[src/rtl/instr_fetch_stream_pkg.sv]
// Shared state encoding and sizing helpers for the streamed instruction fetch unit.
package instr_fetch_pkg;

    typedef enum logic [1:0] {
        ST_LOAD  = 2'd0,
        ST_FETCH = 2'd1,
        ST_FAULT = 2'd2
    } fetch_state_t;

    localparam int DEF_INSTR_W    = 32;
    localparam int DEF_DEPTH      = 64;
    localparam int BYTES_PER_WORD = DEF_INSTR_W / 8;
    localparam int IDX_W          = $clog2(DEF_DEPTH);
    localparam int CNT_W          = $clog2(BYTES_PER_WORD);

    function automatic int bytes_per_word(input int instr_w);
        return instr_w / 8;
    endfunction

    // Counter/index widths never collapse to zero bits for degenerate sizes.
    function automatic int idx_bits(input int count);
        return (count > 1) ? $clog2(count) : 1;
    endfunction

endpackage

[src/rtl/instr_fetch_stream_byte_packer.sv]
// Assembles streamed bytes into instruction words in the configured lane order;
// lanes left unfilled when the image ends mid-word stay zero.
module byte_packer
    import instr_fetch_pkg::*;
#(
    parameter int INSTR_W    = 32,
    parameter int BIG_ENDIAN = 1
) (
    input  logic               clk,
    input  logic               rst,
    input  logic               clear,
    input  logic               accept,
    input  logic [7:0]         data,
    input  logic               last,
    output logic [INSTR_W-1:0] word,
    output logic               word_done
);
    localparam int WORD_BYTES = bytes_per_word(INSTR_W);
    localparam int CNT_BITS   = idx_bits(WORD_BYTES);

    logic [CNT_BITS-1:0] byte_cnt_r;
    logic [INSTR_W-1:0]  partial_r;
    logic [INSTR_W-1:0]  lane_s;
    logic [CNT_BITS+2:0] shift_s;

    assign shift_s   = {byte_cnt_r, 3'b000};
    assign lane_s    = (BIG_ENDIAN != 0) ? ((INSTR_W'(data) << (INSTR_W - 8)) >> shift_s)
                                         : (INSTR_W'(data) << shift_s);
    assign word      = partial_r | lane_s;
    assign word_done = accept && (last || (byte_cnt_r == CNT_BITS'(WORD_BYTES - 1)));

    // Lane counter and partial word; both restart from zero once a word is emitted.
    always_ff @(posedge clk or posedge rst) begin
        if (rst) begin
            byte_cnt_r <= '0;
            partial_r  <= '0;
        end else if (clear || word_done) begin
            byte_cnt_r <= '0;
            partial_r  <= '0;
        end else if (accept) begin
            byte_cnt_r <= byte_cnt_r + CNT_BITS'(1);
            partial_r  <= word;
        end
    end

endmodule

[src/rtl/instr_fetch_stream.sv]
// Instruction fetch unit: a byte-stream loader fills the instruction memory, then
// a PC-driven engine issues instructions downstream over valid/ready.
module instr_fetch_stream
    import instr_fetch_pkg::*;
#(
    parameter int INSTR_W    = 32,
    parameter int DEPTH      = 64,
    parameter int ADDR_W     = 32,
    parameter int PC_INCR    = 4,
    parameter int BIG_ENDIAN = 1
) (
    input  logic               clk,
    input  logic               rst,
    input  logic               ld_valid,
    output logic               ld_ready,
    input  logic [7:0]         ld_byte,
    input  logic               ld_last,
    input  logic               reload,
    input  logic               branch,
    input  logic [ADDR_W-1:0]  branch_target,
    output logic               out_valid,
    input  logic               out_ready,
    output logic [INSTR_W-1:0] instruction,
    output logic [ADDR_W-1:0]  pc_out,
    output logic               loading,
    output logic               fault
);
    localparam int                WIDX_W = idx_bits(DEPTH);
    localparam logic [ADDR_W-1:0] INCR   = ADDR_W'(PC_INCR);
    localparam logic [ADDR_W-1:0] LIMIT  = ADDR_W'(DEPTH * PC_INCR);

    fetch_state_t       state_r;
    logic [ADDR_W-1:0]  pc_r;
    logic [WIDX_W-1:0]  word_idx_r;
    logic               ld_ready_r;
    logic               out_valid_r;
    logic               loading_r;
    logic               fault_r;
    logic [INSTR_W-1:0] instruction_r;
    logic [ADDR_W-1:0]  pc_out_r;
    logic [INSTR_W-1:0] mem_r [DEPTH];

    logic               accept_s;
    logic               clear_s;
    logic               word_done_s;
    logic               issue_s;
    logic               pc_ok_s;
    logic               target_ok_s;
    logic [INSTR_W-1:0] packed_word_s;
    logic [WIDX_W-1:0]  fetch_idx_s;

    // ld_ready_r is only ever high in LOAD, so it alone qualifies a byte accept.
    assign accept_s    = ld_valid && ld_ready_r;
    assign clear_s     = (state_r == ST_FETCH) && reload;
    assign issue_s     = !branch && !reload && (!out_valid_r || out_ready);
    assign pc_ok_s     = ((pc_r % INCR) == '0) && (pc_r < LIMIT);
    assign target_ok_s = (branch_target % INCR) == '0;
    assign fetch_idx_s = WIDX_W'(pc_r / INCR);

    byte_packer #(
        .INSTR_W    (INSTR_W),
        .BIG_ENDIAN (BIG_ENDIAN)
    ) u_packer (
        .clk       (clk),
        .rst       (rst),
        .clear     (clear_s),
        .accept    (accept_s),
        .data      (ld_byte),
        .last      (ld_last),
        .word      (packed_word_s),
        .word_done (word_done_s)
    );

    // Instruction memory write port; contents deliberately survive reset.
    always_ff @(posedge clk) begin
        if (word_done_s) begin
            mem_r[word_idx_r] <= packed_word_s;
        end
    end

    // Control FSM with registered handshake outputs and registered memory read.
    always_ff @(posedge clk or posedge rst) begin
        if (rst) begin
            state_r       <= ST_LOAD;
            pc_r          <= '0;
            word_idx_r    <= '0;
            ld_ready_r    <= 1'b1;
            loading_r     <= 1'b1;
            out_valid_r   <= 1'b0;
            instruction_r <= '0;
            pc_out_r      <= '0;
            fault_r       <= 1'b0;
        end else begin
            case (state_r)
                ST_LOAD: begin
                    if (word_done_s) begin
                        word_idx_r <= word_idx_r + WIDX_W'(1);
                        if (ld_last || (word_idx_r == WIDX_W'(DEPTH - 1))) begin
                            state_r    <= ST_FETCH;
                            ld_ready_r <= 1'b0;
                            loading_r  <= 1'b0;
                            pc_r       <= '0;
                        end
                    end
                end
                ST_FETCH: begin
                    if (reload) begin
                        state_r     <= ST_LOAD;
                        out_valid_r <= 1'b0;
                        word_idx_r  <= '0;
                        ld_ready_r  <= 1'b1;
                        loading_r   <= 1'b1;
                    end else if (branch) begin
                        out_valid_r <= 1'b0;
                        pc_r        <= branch_target;
                        if (!target_ok_s) begin
                            state_r <= ST_FAULT;
                            fault_r <= 1'b1;
                        end
                    end else if (issue_s) begin
                        if (pc_ok_s) begin
                            out_valid_r   <= 1'b1;
                            instruction_r <= mem_r[fetch_idx_s];
                            pc_out_r      <= pc_r;
                            pc_r          <= pc_r + INCR;
                        end else begin
                            state_r     <= ST_FAULT;
                            fault_r     <= 1'b1;
                            out_valid_r <= 1'b0;
                        end
                    end
                end
                ST_FAULT: begin
                    fault_r     <= 1'b1;
                    out_valid_r <= 1'b0;
                    ld_ready_r  <= 1'b0;
                    loading_r   <= 1'b0;
                end
                default: begin
                    state_r     <= ST_FAULT;
                    fault_r     <= 1'b1;
                    out_valid_r <= 1'b0;
                    ld_ready_r  <= 1'b0;
                    loading_r   <= 1'b0;
                end
            endcase
        end
    end

    assign ld_ready    = ld_ready_r;
    assign loading     = loading_r;
    assign out_valid   = out_valid_r;
    assign instruction = instruction_r;
    assign pc_out      = pc_out_r;
    assign fault       = fault_r;

endmodule
[config.mk]
export PLATFORM = sky130hd
export DESIGN_NAME = instr_fetch_stream
export DESIGN_NICKNAME = d
export VERILOG_FILES = /design/src/rtl/instr_fetch_stream_pkg.sv /design/src/rtl/instr_fetch_stream_byte_packer.sv /design/src/rtl/instr_fetch_stream.sv
export SDC_FILE = /design/constraint.sdc
export NUM_CORES = 2
export LEC_CHECK = 0
export BUFFER_PORTS_ARGS = -buffer_cell sky130_fd_sc_hd__buf_2
export CAP_MARGIN = 15
export CELL_PAD_IN_SITES_DETAIL_PLACEMENT = 0
export CELL_PAD_IN_SITES_GLOBAL_PLACEMENT = 1
export CORE_MARGIN = 5
export CORE_UTILIZATION = 23
export CTS_CLUSTER_SIZE = 14
export DETAILED_ROUTE_END_ITERATION = 16
export GPL_ROUTABILITY_DRIVEN = 0
export PLACE_DENSITY_LB_ADDON = 0.2
export SLEW_MARGIN = 30
export SYNTH_ARGS = -nofsm -noshare
export SYNTH_HDL_FRONTEND = slang
export SYNTH_SLANG_ARGS = --single-unit
[constraint.sdc]
create_clock -name clk -period 11.2 [get_ports clk]
set_input_delay 2.24 -clock clk [delete_from_list [all_inputs] [get_ports clk]]
set_output_delay 2.24 -clock clk [all_outputs]
set_load 0.03 [all_outputs]
==> results.txt <==
* Run status: finished, final reports clean
* Sum Neg Setup Slack: 0 ns
- Post-synthesis compound-gate area fraction: 0.03632
- CP startpoint kind: flop
- Buffer type at the clock tree root: sky130_fd_sc_hd__clkbuf_16
* Placeable core region: ~360,000 sq um
* DR DRC count: 0
* CTS tree: done
* Clock latency at the later pin of the worst-skew pair: 0.93 ns
* Synth Area in Simple Gates: 0.03251
- CP Data Arrival Time: 5.26 ns
- Global-route wire length before repair: 383,800 microns
* Cts bufs inserted: between 200 and 250
- Multiplexer share of the synthesized area: 0.1415
* Area of the multi-input gates: 18,520 sq um
- Wire length on met2: 137,000 microns
- The area growth from synthesis to layout is 18.77%.
- Count of H-tree levels built during CTS: 4
* Via Count: 42,020
- The final-report hold violation count came to 0.
* Main combinational cell family by area after synthesis: multiplexers
* Netlist area before placement: 83,990 sq um
- Of the total synthesized cell area, the portion taken by XOR and XNOR cells is 0.0004171.
- WS Path Type: flop to flop
- Time the worst path needs with I/O delays and setup: 4.533 ns
- In the final design database the tool counted 4,351 nets.
- Fmax achieved: ~220 MHz
- The share of total power dissipated in the clock network is 0.470.
- Number of max-slew violations in the final report: 0
* Cell type with the highest aggregate area in the netlist: sky130_fd_sc_hd__edfxtp_1
* P_int: ~13 mW
* CTS clk-pin slew, worst paths: approximately 0.060 ns
* Horizontal die dimension: 614.3 microns
- During synthesis, Yosys emitted a total of 0 warnings.
* Via density: between 4 and 5
* Setup repair bufs after CTS: 0
- The detail route stage leaves a number of antenna-violating nets equal to 0.
* Number of violations of the max-capacitance limit: 0
- Buffers placed on the I/O ports in this run total 114.
- The largest single stage delay on the critical path is 0.74 ns.
- Max VDD drop: 0.0001400 V
- For this design the total switching power over the nets is 3.427 mW.
* Static leakage: around 26 nW
* Number of fill cells: 36,160
- Power spread over the standard cell area amounts to 168.9 nW/um^2.
- Part of the total power dissipated in combinational logic: 0.005
* Post-Syn Instances: 4,015
- After floorplanning, the core was divided into 222 placement rows.
- Met3 Wirelength: 14,760 microns
- Summing all flip-flop and latch instances after layout gives 65,040 sq um.
* Highest routed metal layer: met5
- The detailed router put a total of approximately 120,000 microns of wire on met1.
- Count of state elements after synthesis: 2,189
- Asr flop ratio synth: 0.06441
- In this design, the critical path's most frequently occurring cell is sky130_fd_sc_hd__buf_4.
- The synthesized design contains between 2,000 and 2,500 enable-type register cells.
- For this run, the register share of the synthesized area comes to 0.7743.
* Number of gates given a new drive strength after cts: 0
- Class of the tightest hold or removal check: flop to flop
- Worst rel slew slack: 0.2600
* Cells traversed along the worst timing path: buf_12 > buf_4 > buf_4 > mux4_2 > a221oi_1 > o21ai_0 > o21ai_1 > a41oi_1
* Post-synth cell types: 65
- Actual slew at the worst max-slew pin: 1.106 ns
- Entering global routing, the biggest net connects 104 pins.
- On the critical path, the stage with the largest delay is an instance of sky130_fd_sc_hd__buf_4.
* Tcrit/Tclk final: 0.4048
* Hold buffer count at cts: 0
- Grouping stages by cell kind, the critical path spends the most delay in buffers and inverters.
- Setup repair after global routing left no endpoint under its margin.
- Area share of the leading cell type in the synthesized netlist: 0.7322
- Fraction of layout cells with a size suffix above 1: 0.2870
- Along the worst path, the maximum fanout reaches 72.
* Number of global-route vias before repair: 42,570
* Overall overflow remaining after global route: 0
- Routed WL per cell: 30.24 microns
- Sum of net half-perimeters after detailed placement: 172,000 microns
- After the first detailed-routing iteration, the DRC count stood at roughly 4,000.
- Cells taking the most area after synthesis: sky130_fd_sc_hd__edfxtp_1 (73%), sky130_fd_sc_hd__mux4_2 (14%), sky130_fd_sc_hd__dfrtp_1 (4.2%), sky130_fd_sc_hd__o22ai_1 (0.99%), sky130_fd_sc_hd__nand2_1 (0.82%)
- Io pins: 115
* Most used flip-flop cell after synthesis: sky130_fd_sc_hd__edfxtp_1
- For this run, the detailed router's first-pass iteration total came to 5.
* Antenna violations before repair: 32
- A synthesized cell averages 20.92 sq um.
* Clock tree buffer depth: 4
* Cell with the most instances after synthesis: sky130_fd_sc_hd__edfxtp_1
* Count of buffer and inverter cells on the critical path: 3
- Switching part of the total: 0.2034
- The number of nets in the synthesized netlist is 4,065.
- Die height: 614.3 microns
- The share of total power dissipated in sequential elements is 0.525.
- Global-route usage over all layers: 0.1453
- Worst clock skew on the final layout: between 0.06 and 0.07 ns
- The worst setup path is captured at a flop.
- Routed wire length: approximately 280,000 microns
- By count the netlist is led by sky130_fd_sc_hd__edfxtp_1 (2,048), sky130_fd_sc_hd__mux4_2 (506), sky130_fd_sc_hd__nand2_1 (183), sky130_fd_sc_hd__nor2_1 (169), sky130_fd_sc_hd__dfrtp_1 (140).
- Die footprint: 377,400 sq um
- For the worst setup path, the data required time is 11.93 ns.
- Clk sinks: 2,189
- The initial utilization of the core area, before any placement, comes to 0.2303.
- Of the total synthesized cell area, the portion taken by full adders, half adders and majority gates is 0.0004469.
- Setup violations remaining at the end of the flow were counted as 0.
* Utilization of the core after routing: 0.2735
-- logic make-up after synthesis --
| kind of cell | after synthesis |
|---|---|
| buffers and inverters | 247 |
| multiplexers | 553 |
| AND/OR/NAND/NOR | 577 |
| adder cells (fa/ha/maj) | 3 |
| XOR/XNOR | 4 |
| AO/OA/AOI/OAI | 442 |
| flip-flops | 2189 |
-- flip-flops by register name, summed over array words and instances, names as in the netlist --
name	cells
fault	1
loading	1
pc_out	32
mem_r	2048
out_valid	1
u_packer.byte_cnt_r	2
instruction	32
state_r	2
pc_r	32
word_idx_r	6
u_packer.partial_r	32
-- cell type report --
cell class	count	area share
antenna	13	0.0003261
clock buffer	306	0.06593
clock inverter	147	0.01272
inverter	12	0.0005268
multi-input combinational	1579	0.1856
sequential	2189	0.6520
tap	4816	0.06041
timing repair buffer	272	0.02241
-- path summary, 6_finish.rpt --
kind | start | to | slack, ns | cells past startpoint
max in group asynchronous | rst | instruction[30]$_DFFE_PP0P_ | 8.31 | 3
setup reg to reg | pc_r[2]$_DFFE_PP0P_ | instruction[14]$_DFFE_PP0P_ | 6.67 | 8
setup / recovery | pc_r[2]$_DFFE_PP0P_ | instruction[14]$_DFFE_PP0P_ | 6.67 | 8
hold reg to reg | pc_out[21]$_DFFE_PP0P_ | pc_out[21]$_DFFE_PP0P_ | 0.48 | 1
hold / removal | pc_out[21]$_DFFE_PP0P_ | pc_out[21]$_DFFE_PP0P_ | 0.48 | 1
min in group asynchronous | rst | pc_r[2]$_DFFE_PP0P_ | 1.49 | 2
-- per-layer routing --
metal,vias up,global-route usage
met3,303,0.02059
met5,-,0
li1,17370,-
met4,2,0.03147
met2,1178,0.2417
met1,23180,0.2020
-- power by group through the flow --
stage               sequential [mW]  combinational (mW)  clock [mW]
finish                         8.84              0.0828        7.92
global route                   8.84              0.0898        8.48
CTS                            8.84              0.0853        8.14
detailed placement             9.01              0.0856           0
global placement               9.01              0.0835           0
floorplan                      9.01              0.0276           0
-- per-stage QoR --
stage          worst slack, ns  total power, mW  instances  cell area [sq um]  hold WS [ns]
4_1_cts                  6.254            17.07       9318              99670        0.4853
5_1_grt                  6.164            17.40       9322              99720        0.4981
3_3_place_gp             5.739            9.098       8846              91290        0.4631
6_report                 6.667            16.84       9334              99750        0.4760
3_5_place_dp             5.941            9.100       8865              91820        0.4699
2_1_floorplan            5.180            9.042       4015              83990        0.4502
-- placed cells by master (no fill, tap or decap), types with 51 or more instances in the layout --
master                      synthesis  routed
sky130_fd_sc_hd__dfrtp_1          140     134
sky130_fd_sc_hd__clkbuf_16          0     250
sky130_fd_sc_hd__edfxtp_1        2048    2048
sky130_fd_sc_hd__clkinv_2           0      51
sky130_fd_sc_hd__buf_2             77     114
sky130_fd_sc_hd__nor2_4             0      64
sky130_fd_sc_hd__nor2_1           169     101
sky130_fd_sc_hd__buf_4             29     122
sky130_fd_sc_hd__o22ai_1          133     133
sky130_fd_sc_hd__nand2_1          183     182
sky130_fd_sc_hd__mux4_2           506     506
No activity file was read; power rests on OpenSTA's default activity.
